File: config.mk
export PLATFORM = sky130hd
export DESIGN_NAME = perceptron_update_scheduler
export DESIGN_NICKNAME = d
export VERILOG_FILES = /design/src/rtl/mips_core_pkg.sv /design/src/rtl/perceptron_update_scheduler_fb_fifo.sv /design/src/rtl/perceptron_update_scheduler.sv
export SDC_FILE = /design/constraint.sdc
export NUM_CORES = 1
export LEC_CHECK = 0
export ABC_AREA = 1
export CORE_UTILIZATION = 49
export CTS_BUF_LIST = sky130_fd_sc_hd__clkbuf_8
export DETAILED_ROUTE_END_ITERATION = 8
export PLACE_DENSITY_LB_ADDON = 0.15
export SYNTH_ARGS = -nofsm -noshare
export SYNTH_HDL_FRONTEND = slang
export SYNTH_SLANG_ARGS = --single-unit
File: constraint.sdc
create_clock -name clk -period 2.6 [get_ports clk]
set_input_delay 0.26 -clock clk [delete_from_list [all_inputs] [get_ports clk]]
set_output_delay 0.26 -clock clk [all_outputs]
set_load 0.01 [all_outputs]
File: src/rtl/mips_core_pkg.sv
// -----------------------------------------------------------------------------
// mips_core_pkg
//   Shared types for the perceptron predictor back end.
//   - SCHED_INDEX_BITS : row-index width of the perceptron weight table
//   - SchedState       : update scheduler FSM states
//   - FbEntry          : one buffered training request (row, direction, force)
// -----------------------------------------------------------------------------
package mips_core_pkg;

   localparam int unsigned SCHED_INDEX_BITS = 10;

   typedef enum logic [1:0] {
      IDLE   = 2'd0,
      UPD_RD = 2'd1,
      UPD_WR = 2'd2
   } SchedState;

   // force_train: train even when |sum| exceeds the threshold (set on mispredict)
   typedef struct packed {
      logic [SCHED_INDEX_BITS-1:0] index;
      logic                        outcome;
      logic                        force_train;
   } FbEntry;

endpackage

File: src/rtl/perceptron_update_scheduler_fb_fifo.sv
// -----------------------------------------------------------------------------
// fb_fifo
//   Small synchronous FIFO buffering resolved-branch feedback entries.
//   Ports:
//     clk, rst_n     : clock, synchronous active-low reset (flushes pointers)
//     push, din      : write request and data; ignored while full
//     pop            : remove head entry; ignored while empty
//     head           : current head entry (combinational read)
//     full, empty    : occupancy flags
//     count          : number of stored entries
//   Full is evaluated before the pop of the same cycle, so a push at full is
//   dropped even if the head is being popped.
// -----------------------------------------------------------------------------
module fb_fifo
   import mips_core_pkg::*;
#(
   parameter  int unsigned DEPTH = 4,
   parameter  type         T     = FbEntry,
   localparam int unsigned PTR_W = $clog2(DEPTH),
   localparam int unsigned CNT_W = $clog2(DEPTH) + 1
) (
   input  logic             clk,
   input  logic             rst_n,
   input  logic             push,
   input  T                 din,
   input  logic             pop,
   output T                 head,
   output logic             full,
   output logic             empty,
   output logic [CNT_W-1:0] count
);

   localparam logic [CNT_W-1:0] DEPTH_CNT = CNT_W'(DEPTH);

   T                 mem [DEPTH];
   logic [PTR_W-1:0] rd_ptr;
   logic [PTR_W-1:0] wr_ptr;
   logic             do_push;
   logic             do_pop;

   assign full    = (count == DEPTH_CNT);
   assign empty   = (count == '0);
   assign do_push = push && !full;
   assign do_pop  = pop && !empty;
   assign head    = mem[rd_ptr];

   // Pointers wrap naturally because DEPTH is a power of two.
   always_ff @(posedge clk) begin
      if (!rst_n) begin
         rd_ptr <= '0;
         wr_ptr <= '0;
         count  <= '0;
      end else begin
         if (do_push) wr_ptr <= wr_ptr + PTR_W'(1);
         if (do_pop)  rd_ptr <= rd_ptr + PTR_W'(1);
         case ({do_push, do_pop})
            2'b10:   count <= count + CNT_W'(1);
            2'b01:   count <= count - CNT_W'(1);
            default: count <= count;
         endcase
      end
   end

   // Storage is not reset; stale contents are unreachable once pointers clear.
   always_ff @(posedge clk) begin
      if (do_push) mem[wr_ptr] <= din;
   end

endmodule

File: src/rtl/perceptron_update_scheduler.sv
// -----------------------------------------------------------------------------
// perceptron_update_scheduler
//   Arbitrates the single-ported perceptron weight table between front-end
//   lookups and back-end training updates. Feedback is buffered in fb_fifo and
//   each entry is drained as a two-cycle read-modify-write (UPD_RD, UPD_WR).
//   Lookups win the port unless STARVE_LIMIT consecutive lookups have been
//   granted while feedback was waiting, in which case an update is forced.
//
//   Ports:
//     clk, rst_n        : clock, synchronous active-low reset
//     i_req_valid/pc    : lookup request; o_req_stall=1 means re-present
//     i_fb_*            : resolved-branch feedback; dropped while o_fb_full
//     o_tbl_en/we       : table port enable / write strobe (UPD_WR only)
//     o_tbl_index       : row index (lookup pc or FIFO head)
//     o_tbl_outcome     : training direction on write
//     o_tbl_force       : train regardless of threshold (mispredict)
//
//   Optional build macro PERCEPTRON_SCHED_STATS_EN adds saturating counters:
//     o_stat_drops  : feedback dropped because the FIFO was full
//     o_stat_stalls : cycles with i_req_valid && o_req_stall
//     o_stat_forced : updates started because the starve limit was reached
//
//   INDEX_BITS must match SCHED_INDEX_BITS, the row width of FbEntry.
// -----------------------------------------------------------------------------
module perceptron_update_scheduler
   import mips_core_pkg::*;
#(
   parameter int unsigned ADDR_WIDTH   = 32,
   parameter int unsigned INDEX_BITS   = SCHED_INDEX_BITS,
   parameter int unsigned FIFO_DEPTH   = 4,
   parameter int unsigned STARVE_LIMIT = 8
) (
   input  logic                  clk,
   input  logic                  rst_n,
   input  logic                  i_req_valid,
   input  logic [ADDR_WIDTH-1:0] i_req_pc,
   output logic                  o_req_stall,
   input  logic                  i_fb_valid,
   input  logic [ADDR_WIDTH-1:0] i_fb_pc,
   input  logic                  i_fb_outcome,
   input  logic                  i_fb_mispredict,
   output logic                  o_fb_full,
   output logic                  o_tbl_en,
   output logic                  o_tbl_we,
   output logic [INDEX_BITS-1:0] o_tbl_index,
   output logic                  o_tbl_outcome,
   output logic                  o_tbl_force
`ifdef PERCEPTRON_SCHED_STATS_EN
   ,
   output logic [31:0]           o_stat_drops,
   output logic [31:0]           o_stat_stalls,
   output logic [31:0]           o_stat_forced
`endif
);

   localparam int unsigned      SW         = $clog2(STARVE_LIMIT + 1);
   localparam int unsigned      CNT_W      = $clog2(FIFO_DEPTH) + 1;
   localparam logic [SW-1:0]    STARVE_MAX = SW'(STARVE_LIMIT);

   function automatic logic [SW-1:0] starve_sat_inc(input logic [SW-1:0] v);
      return (v >= STARVE_MAX) ? STARVE_MAX : v + SW'(1);
   endfunction

   function automatic logic [31:0] stat_sat_inc(input logic [31:0] v);
      return (v == 32'hFFFF_FFFF) ? v : v + 32'd1;
   endfunction

   SchedState        state;
   SchedState        state_nxt;
   logic [SW-1:0]    starve_cnt;
   logic             grant;
   logic             upd_start;
   logic             fifo_pop;
   logic             fifo_push;
   logic             fifo_full;
   logic             fifo_empty;
   logic [CNT_W-1:0] fifo_count;
   FbEntry           fifo_head;
   FbEntry           fb_entry;
   logic [INDEX_BITS-1:0] req_index;

   // Row index is taken from the word-aligned PC at request/enqueue time.
   assign req_index            = i_req_pc[INDEX_BITS+1:2];
   assign fb_entry.index       = i_fb_pc[INDEX_BITS+1:2];
   assign fb_entry.outcome     = i_fb_outcome;
   assign fb_entry.force_train = i_fb_mispredict;

   assign fifo_push = i_fb_valid && rst_n;
   assign o_fb_full = fifo_full && rst_n;

   fb_fifo #(
      .DEPTH (FIFO_DEPTH),
      .T     (FbEntry)
   ) u_fb_fifo (
      .clk   (clk),
      .rst_n (rst_n),
      .push  (fifo_push),
      .din   (fb_entry),
      .pop   (fifo_pop),
      .head  (fifo_head),
      .full  (fifo_full),
      .empty (fifo_empty),
      .count (fifo_count)
   );

   assign grant = (state == IDLE) && i_req_valid && (starve_cnt < STARVE_MAX);

   always_comb begin
      state_nxt     = state;
      o_tbl_en      = 1'b0;
      o_tbl_we      = 1'b0;
      o_tbl_index   = '0;
      o_tbl_outcome = 1'b0;
      o_tbl_force   = 1'b0;
      o_req_stall   = 1'b0;
      fifo_pop      = 1'b0;
      upd_start     = 1'b0;
      case (state)
         IDLE: begin
            if (grant) begin
               o_tbl_en    = 1'b1;
               o_tbl_index = req_index;
            end else if (!fifo_empty) begin
               state_nxt   = UPD_RD;
               upd_start   = 1'b1;
               o_req_stall = i_req_valid;
            end
         end
         UPD_RD: begin
            o_tbl_en    = 1'b1;
            o_tbl_index = fifo_head.index;
            o_req_stall = i_req_valid;
            state_nxt   = UPD_WR;
         end
         UPD_WR: begin
            o_tbl_en      = 1'b1;
            o_tbl_we      = 1'b1;
            o_tbl_index   = fifo_head.index;
            o_tbl_outcome = fifo_head.outcome;
            o_tbl_force   = fifo_head.force_train;
            o_req_stall   = i_req_valid;
            fifo_pop      = 1'b1;
            state_nxt     = IDLE;
         end
         default: state_nxt = IDLE;
      endcase
      // Reset overrides everything: the table port is idle and nothing pops.
      if (!rst_n) begin
         state_nxt     = IDLE;
         o_tbl_en      = 1'b0;
         o_tbl_we      = 1'b0;
         o_tbl_index   = '0;
         o_tbl_outcome = 1'b0;
         o_tbl_force   = 1'b0;
         o_req_stall   = 1'b0;
         fifo_pop      = 1'b0;
         upd_start     = 1'b0;
      end
   end

   always_ff @(posedge clk) begin
      if (!rst_n) state <= IDLE;
      else        state <= state_nxt;
   end

   // Counts lookups granted while feedback waits; cleared once an update
   // starts or nothing is queued.
   always_ff @(posedge clk) begin
      if (!rst_n)                       starve_cnt <= '0;
      else if (fifo_empty || upd_start) starve_cnt <= '0;
      else if (grant)                   starve_cnt <= starve_sat_inc(starve_cnt);
   end

`ifdef PERCEPTRON_SCHED_STATS_EN
   always_ff @(posedge clk) begin
      if (!rst_n) begin
         o_stat_drops  <= '0;
         o_stat_stalls <= '0;
         o_stat_forced <= '0;
      end else begin
         if (i_fb_valid && fifo_full)
            o_stat_drops <= stat_sat_inc(o_stat_drops);
         if (i_req_valid && o_req_stall)
            o_stat_stalls <= stat_sat_inc(o_stat_stalls);
         if (upd_start && (starve_cnt == STARVE_MAX))
            o_stat_forced <= stat_sat_inc(o_stat_forced);
      end
   end
`endif

   logic unused_bits;
   assign unused_bits = ^{i_req_pc[ADDR_WIDTH-1:INDEX_BITS+2], i_req_pc[1:0],
                          i_fb_pc[ADDR_WIDTH-1:INDEX_BITS+2], i_fb_pc[1:0],
                          fifo_count};

endmodule

==> flow_metrics.env, run 1 <==
export IMPL_outcome="finished clean"
export IMPL_cts_tree="yes"
export IMPL_grt_first_pass_wirelength_um=9230
export IMPL_start_util_pct=50.9
export IMPL_max_freq_mhz=411
export IMPL_use_met1_pct=24.0
export IMPL_die_w_um=80.4
export IMPL_reg2reg_slack_ps=460
export IMPL_firstDrtPassIters=4
export IMPL_period_needed_ps=2430
export IMPL_place_gp_congestion=0.736
export IMPL_synth_nets=409
export IMPL_maxCapViolCount=0
export IMPL_path_clk_slew_ps=60
export IMPL_synth_area_um2=3020
export IMPL_busiest_layer="met2"
export IMPL_r2r_cells=13
export IMPL_ys_ff_latch=63
export IMPL_rr_startpoint="state[0]"
export IMPL_fin_setup_tns_ps=0
export IMPL_ant_nets=0
export IMPL_gr_total_overflow=0
export IMPL_slew_violations=0
export IMPL_hold_viol_final=0
export IMPL_p_total_uw=2750
export IMPL_crit_path_start_kind="input port"
export IMPL_crit_type="in -> out"
export IMPL_diodes=0
export IMPL_grt_usage_pct=20.1
export IMPL_final_period_utilization_pct=93.5
export IMPL_synth_cells=327
export IMPL_crit_buf_inv=3
export IMPL_ios=86
export IMPL_grtUsageMet3_pct=4.09
export IMPL_gr_usage_met2_pct=34.1
export IMPL_synth_seq_area_share_pct=57.8
export IMPL_cts_buffers=9
export IMPL_finalNetCount=460
export IMPL_cp_top_family="buffers and inverters"
export IMPL_grt_pass1_vias=2013
export IMPL_critPathCapture="o_tbl_index[4]"
export IMPL_path_max_fanout=12
export IMPL_yosysWarnings=0
export IMPL_fillers=493
export IMPL_setup_viol=0
export IMPL_rows=28
export IMPL_leakage_uw=0.00161
export IMPL_clock_skew_ps=8.33
export IMPL_io_buffers=41
export IMPL_ir_drop_v=0.000497
export IMPL_crit_start="rst_n"
export IMPL_wirelength_um=5940
export IMPL_root_buffer="clkbuf_8"
export IMPL_die_area_um2=6470
export IMPL_r2r_end="u_fb_fifo.count[2]"
export IMPL_slowest_stage="clkdlybuf4s50_1"
export IMPL_cts_max_path_buffers=2
export IMPL_slowest_delay_ps=620
export IMPL_worstMarginPinSlew_ps=583
export IMPL_cts_hold_fix_buffers=0
export IMPL_grt_max_degree=25
export IMPL_die_h_um=80.4
export IMPL_antenna_found_initial=0
export IMPL_routed_via_density=4.85
export IMPL_hp_start="u_fb_fifo.count[0]"
export IMPL_num_vias=2220
export IMPL_wl_per_cell_um=13.0
export IMPL_arrival_ps=2170
export IMPL_worstPathCellList="clkdlybuf4s50_1 > inv_2 > or2_1 > a21oi_1 > clkdlybuf4s50_1"
export IMPL_rsz0062_at_grt="no"
export IMPL_drtIter0Drc=139
export IMPL_cts_max_level=3
export IMPL_min_path_type="reg -> reg"
export IMPL_maxSlewHeadroom_pct=61.1
export IMPL_dp_hpwl_um=3770
export IMPL_cp_num_cells=5
export IMPL_crit_path_end_kind="output pin"
export IMPL_clock_sinks=63
export IMPL_pwr_density_cell_nw_per_um2=737
export IMPL_drc_errors=0
export IMPL_drive_gt1_share_pct=8.88
export IMPL_cp_required_ps=2340
export IMPL_ys_types=25
export IMPL_synth_area_per_cell_um2=9.22
export IMPL_worst_path_most_repeated_cell="clkdlybuf4s50_1"
export IMPL_clk_latency_ps=340
export IMPL_area_growth_pct=23.8
export IMPL_core_area_um2=5920
[cells in the mapped netlist]
master,n,share of area (%)
buf_1,1,0.12
buf_6,3,1.1
nand2_2,1,0.21
a21oi_1,17,2.8
edfxtp_1,48,48
inv_2,2,0.25
dfxtp_1,15,10
nor2_1,23,2.9
nand4_1,1,0.21
buf_2,4,0.66
xor2_1,2,0.58
nand2_1,90,11
nand3b_1,1,0.25
buf_4,3,0.75
a41oi_1,1,0.29
or2_1,1,0.21
nor2_4,1,0.37
nand3_2,2,0.66
inv_4,1,0.21
ha_1,11,4.6
nand3_1,25,4.1
inv_1,61,7.6
fa_1,1,0.66
o21ai_0,8,1.3
a21oi_2,4,1.2
[where the power goes]
| group | total [uW] | switching [uW] | internal (uW) | leakage, uW |
|---|---|---|---|---|
| clock network | 880 | 355 | 525 | 0.000111 |
| registers | 1150 | 26.1 | 1130 | 0.000558 |
| logic | 717 | 394 | 323 | 0.000941 |
[timing repair]
item                                    4_1_cts  5_1_grt
buffers inserted                              0        2
endpoints found under the setup margin        0       12
gates resized for setup                       0        1
[sequential cells by signal, summed over array words and instances, names as in the netlist, named ones only]
name and cells:
u_fb_fifo.count 3, u_fb_fifo.rd_ptr 2, state 2, u_fb_fifo.wr_ptr 2, starve_cnt 4, u_fb_fifo.mem 48
[layer usage]
metal | up-vias | wire [um]
li1 | 1130 | -
met1 | 1048 | 2660
met2 | 31 | 2990
met3 | 11 | 164
met4 | 0 | 122
met5 | - | 0
[layout make-up]
type / count / area [um^2] / share of cell area, %
flip-flops and latches: 63 / 1740 / 46.6
multi-input cells: 189 / 953 / 25.5
repair buffers: 51 / 498 / 13.3
inverters: 64 / 243 / 6.50
clock buffers: 9 / 124 / 3.32
well taps: 75 / 93.8 / 2.51
clock inverters: 7 / 80.1 / 2.14
[kinds of logic after synthesis]
logic type               after synthesis  share of synthesized area, %
flip-flops                            63                          57.8
AND/OR/NAND/NOR                      145                          20.1
adder cells (fa/ha/maj)               12                          5.23
buffers and inverters                 75                          10.7
XOR/XNOR                               2                         0.581
AO/OA/AOI/OAI                         30                          5.60
[layout by cell type, fill, tap and decap left out]
master | netlist | layout
buf_4 | 3 | 9
or2_1 | 1 | 1
clkdlybuf4s50_1 | 0 | 41
buf_12 | 0 | 1
nand3_1 | 25 | 25
a21oi_1 | 17 | 17
bufinv_16 | 0 | 2
nand2_2 | 1 | 1
clkinv_1 | 0 | 2
xor2_1 | 2 | 2
nand4_1 | 1 | 1
clkbuf_8 | 0 | 9
nand2_1 | 90 | 90
edfxtp_1 | 48 | 48
clkinv_2 | 0 | 1
ha_1 | 11 | 10
inv_2 | 2 | 2
a21oi_2 | 4 | 4
fa_1 | 1 | 1
nor2_4 | 1 | 1
o21ai_0 | 8 | 8
inv_4 | 1 | 1
ha_2 | 0 | 1
nor2_1 | 23 | 23
dfxtp_1 | 15 | 15
a41oi_1 | 1 | 1
nand3b_1 | 1 | 1
nand3_2 | 2 | 2
inv_1 | 61 | 63
[how the worst min path moves through the flow]
| stage | endpoint | slack, ps | cells past startpoint |
|---|---|---|---|
| global route | u_fb_fifo.count[0] | 490 | 1 |
| CTS | u_fb_fifo.count[0] | 450 | 1 |
| global placement | u_fb_fifo.count[0] | 430 | 1 |
| floorplan | u_fb_fifo.mem[0][0] | 360 | 0 |
| finish | u_fb_fifo.count[0] | 440 | 1 |
| detailed placement | u_fb_fifo.count[0] | 440 | 1 |
[through the flow]
step	area [um^2]	hold slack (ps)	std cells	utilization (%)	worst slack (ps)
floorplan	3020	359	327	-	692
global placement	3500	432	440	59.1	128
detailed placement	3500	440	440	59.1	108
CTS	3700	449	456	62.6	15.7
global route	3730	492	458	63.1	22.4
finish	3730	444	458	63.1	168
[worst reg2reg max path, stage by stage (launching register included)]
cell	delay (ps)
dfxtp_1	340
inv_1	110
ha_1	160
nand2_1	100
inv_1	110
nand2_1	70
inv_1	130
ha_1	190
inv_1	70
fa_1	380
nand2_1	80
nand3_1	90
o21ai_0	160
a21oi_1	60
(Power assumes the default switching activity.)
==> inputs of run 2 (changes only) <==
GPL_ROUTABILITY_DRIVEN = 0   (was default)
==> results of run 2 <==
Same layout as run 1: the final DEF is identical, and so are final timing and power.
==> edit (flow settings as in run 2) <==
`FIFO_DEPTH`: 4 -> 2.
--- a/src/rtl/perceptron_update_scheduler.sv
+++ b/src/rtl/perceptron_update_scheduler.sv
@@ -29,3 +29,3 @@
    parameter int unsigned INDEX_BITS   = SCHED_INDEX_BITS,
-   parameter int unsigned FIFO_DEPTH   = 4,
+   parameter int unsigned FIFO_DEPTH   = 2,
    parameter int unsigned STARVE_LIMIT = 8
Behaviour: not the same (Yosys sat finds a counterexample within 4 cycles, from zero or initial values and one cycle with rst_n low).
==> edit against run 2 <==
- worst setup slack improved by 0.0099 ns
- critical endpoint is now o_tbl_index[1]
- routed wire length fell by 46%
- clock skew down 0.0031 ns
- final area down 38%
- largest cell class unchanged
- power decreased by 36%
- non-clock buffer count is 6 lower
- die area decreased by 41%
- largest power group is now combinational cells
- sequential cell count is 28 lower
- global-route usage shrank 2.2 points
- area after synthesis fell by 42%
- critical path type is now reg -> out
==> edit: results (changes against run 2) <==
Run status
  – Status: finished clean

Cells and area
  – Fin nets: 327 (-29%)
  – Non-Filler Instances: 296 (-35%)
  – Layout cells sized above 1: 0.1160 (+0.02723)
  – Largest regs: u_fb_fifo.mem x24, starve_cnt x4
  – Filler Cell Count: 278 (-44%)

Detailed routing
  – Vias: 1,395 (-37%)
  – Initial DRC count: 64 (-54%)
  – Wire per inst: 10.84 microns (-16%)

Placed design
  – Dpl cell area: 0.002192 sq mm (-37%)
  – Detail Placement HPWL: 2.236 mm (-41%)
  – Placed Cells: 285 (-35%)

Worst setup path
  – Reg2reg path depth: 10 (-3)
  – CP Max Fanout: 6 (-6)
  – Reg2reg setup slack: 0.93 ns (+0.47 ns)
  – Worst reg2reg path startpoint: state[0]
  – R2r endpoint: u_fb_fifo.count[1]

STA
  – Worst slew margin: 0.6853 (+0.07381)
  – Clock Skew: 0.005183 ns (-0.003148 ns)

Hold path
  – Hold path cells: 2 (+1)
  – Hold WC Path Type: reg -> reg
  – Hold Startpoint: u_fb_fifo.rd_ptr

Clock network
  – Root Buffer: clkbuf_8
  – Total CTS buffers: 5 (-4)
  – Clk slew on worst S/H paths: 0.07 ns
  – Clk buf depth: 2 (unchanged)
  – H-tree depth: 2 (-1)
  – Worst-skew pair later-pin latency: 0.29 ns (-0.05 ns)
  – Post-cts repair resize count: 0 (unchanged)

Global routing
  – Vias in the first global route: 1,076 (-47%)
  – Largest net degree at the start of global routing: 15 (-40%)
  – First-pass GRT wire length: 4.719 mm (-49%)
  – GRT Util Overall: 0.1784 (-0.02224)

Power
  – Leakage power: 0.9391 nW (-42%)
  – VDD IR max: 0.0003510 V (-29%)

Synth
  – Synth async-reset ratio: 0 (unchanged)
  – Post-synth top flop: edfxtp_1
  – Commonest cells post-synth: 73 x nand2_1, 26 x nor2_1, 24 x edfxtp_1
  – Post-synth EDFFs: 24 (-50%)
  – Syn Inst Count: 202 (-38%)
  – Netlist cell types: 20 (-20%)
  – Sequential fraction of the synthesis area: 0.5368 (-0.04083)
  – Post-Syn Nets: 280 (-32%)
  – Ranking of synthesized cells by area: edfxtp_1 41%, nand2_1 16%, dfxtp_1 13%, ha_1 5.7%, nor2_1 5.6%
[edit: changes by cell type in the layout (fill, tap and decap cells not counted), sizes merged, moves of 5 or more]
cell    before  now
a21oi       21   16
buf         10    4
edfxtp      48   24
inv         66   21
nand2       91   77
nand3       27    6
o21ai        8    2
[edit: routing by layer]
layer	routed length [microns]	GRT usage
met5	0	0
met2	1307	0.2427
met1	1571	0.2500
met4	77	0.08571
met3	253	0.06832
[edit: worst max path at each step]
stage	to	slack, ns	from	cells past startpoint
finish	o_tbl_index[1]	0.18	state[0]	7
global route	o_tbl_index[8]	0.03	state[0]	7
CTS	o_tbl_index[3]	0.09	state[0]	7
detailed placement	o_tbl_index[3]	0.30	i_req_valid	6
global placement	o_tbl_index[3]	0.31	i_req_valid	6
floorplan	u_fb_fifo.mem[0][0]	1.07	u_fb_fifo.count[0]	4
[edit: report_power, final]
group	internal, mW	switching, mW	leakage (nW)	total (mW)
logic	0.329	0.383	0.589	0.711
registers	0.632	0.0291	0.310	0.661
clock network	0.191	0.203	0.0408	0.394
[edit: kinds of logic after synthesis]
kind of cell    count (synthesis)  synth area share
buf+inv                        26           0.06781
fa+ha+maj                       8           0.05710
simple gates                  115            0.2677
compound gates                 18           0.07066
flops                          35            0.5368
[edit: what timing repair did]
action                     CTS  global route
setup endpoints to repair    0             5
setup buffers                0             2
hold buffers                 0             0
[edit: stage by stage]
step                worst slack [ns]  utilization  hold WS [ns]
finish                        0.1776       0.6803        0.5190
global route                 0.03189       0.6803        0.5487
CTS                          0.09100       0.6740        0.5200
detailed placement            0.2951       0.6467        0.4957
global placement              0.3116       0.6467        0.4838
floorplan                      1.071            -        0.3589
[edit: cell type report]
type,instances,area [sq um],share of cell area
clock buffer,5,68.82,0.02984
clock inverter,3,23.77,0.01031
inverter,20,75.07,0.03256
multi-input combinational,142,699.4,0.3033
sequential,35,940.9,0.4080
tap,46,57.56,0.02496
timing repair buffer,45,440.4,0.1910
[edit: critical path: stages (launching register included)]
cell and delay (ns):
dfxtp_1 0.34, inv_1 0.11, ha_1 0.25, nand2_2 0.13, nor2_2 0.29, nand2_2 0.08, a21oi_2 0.13, clkdlybuf4s50_1 0.54
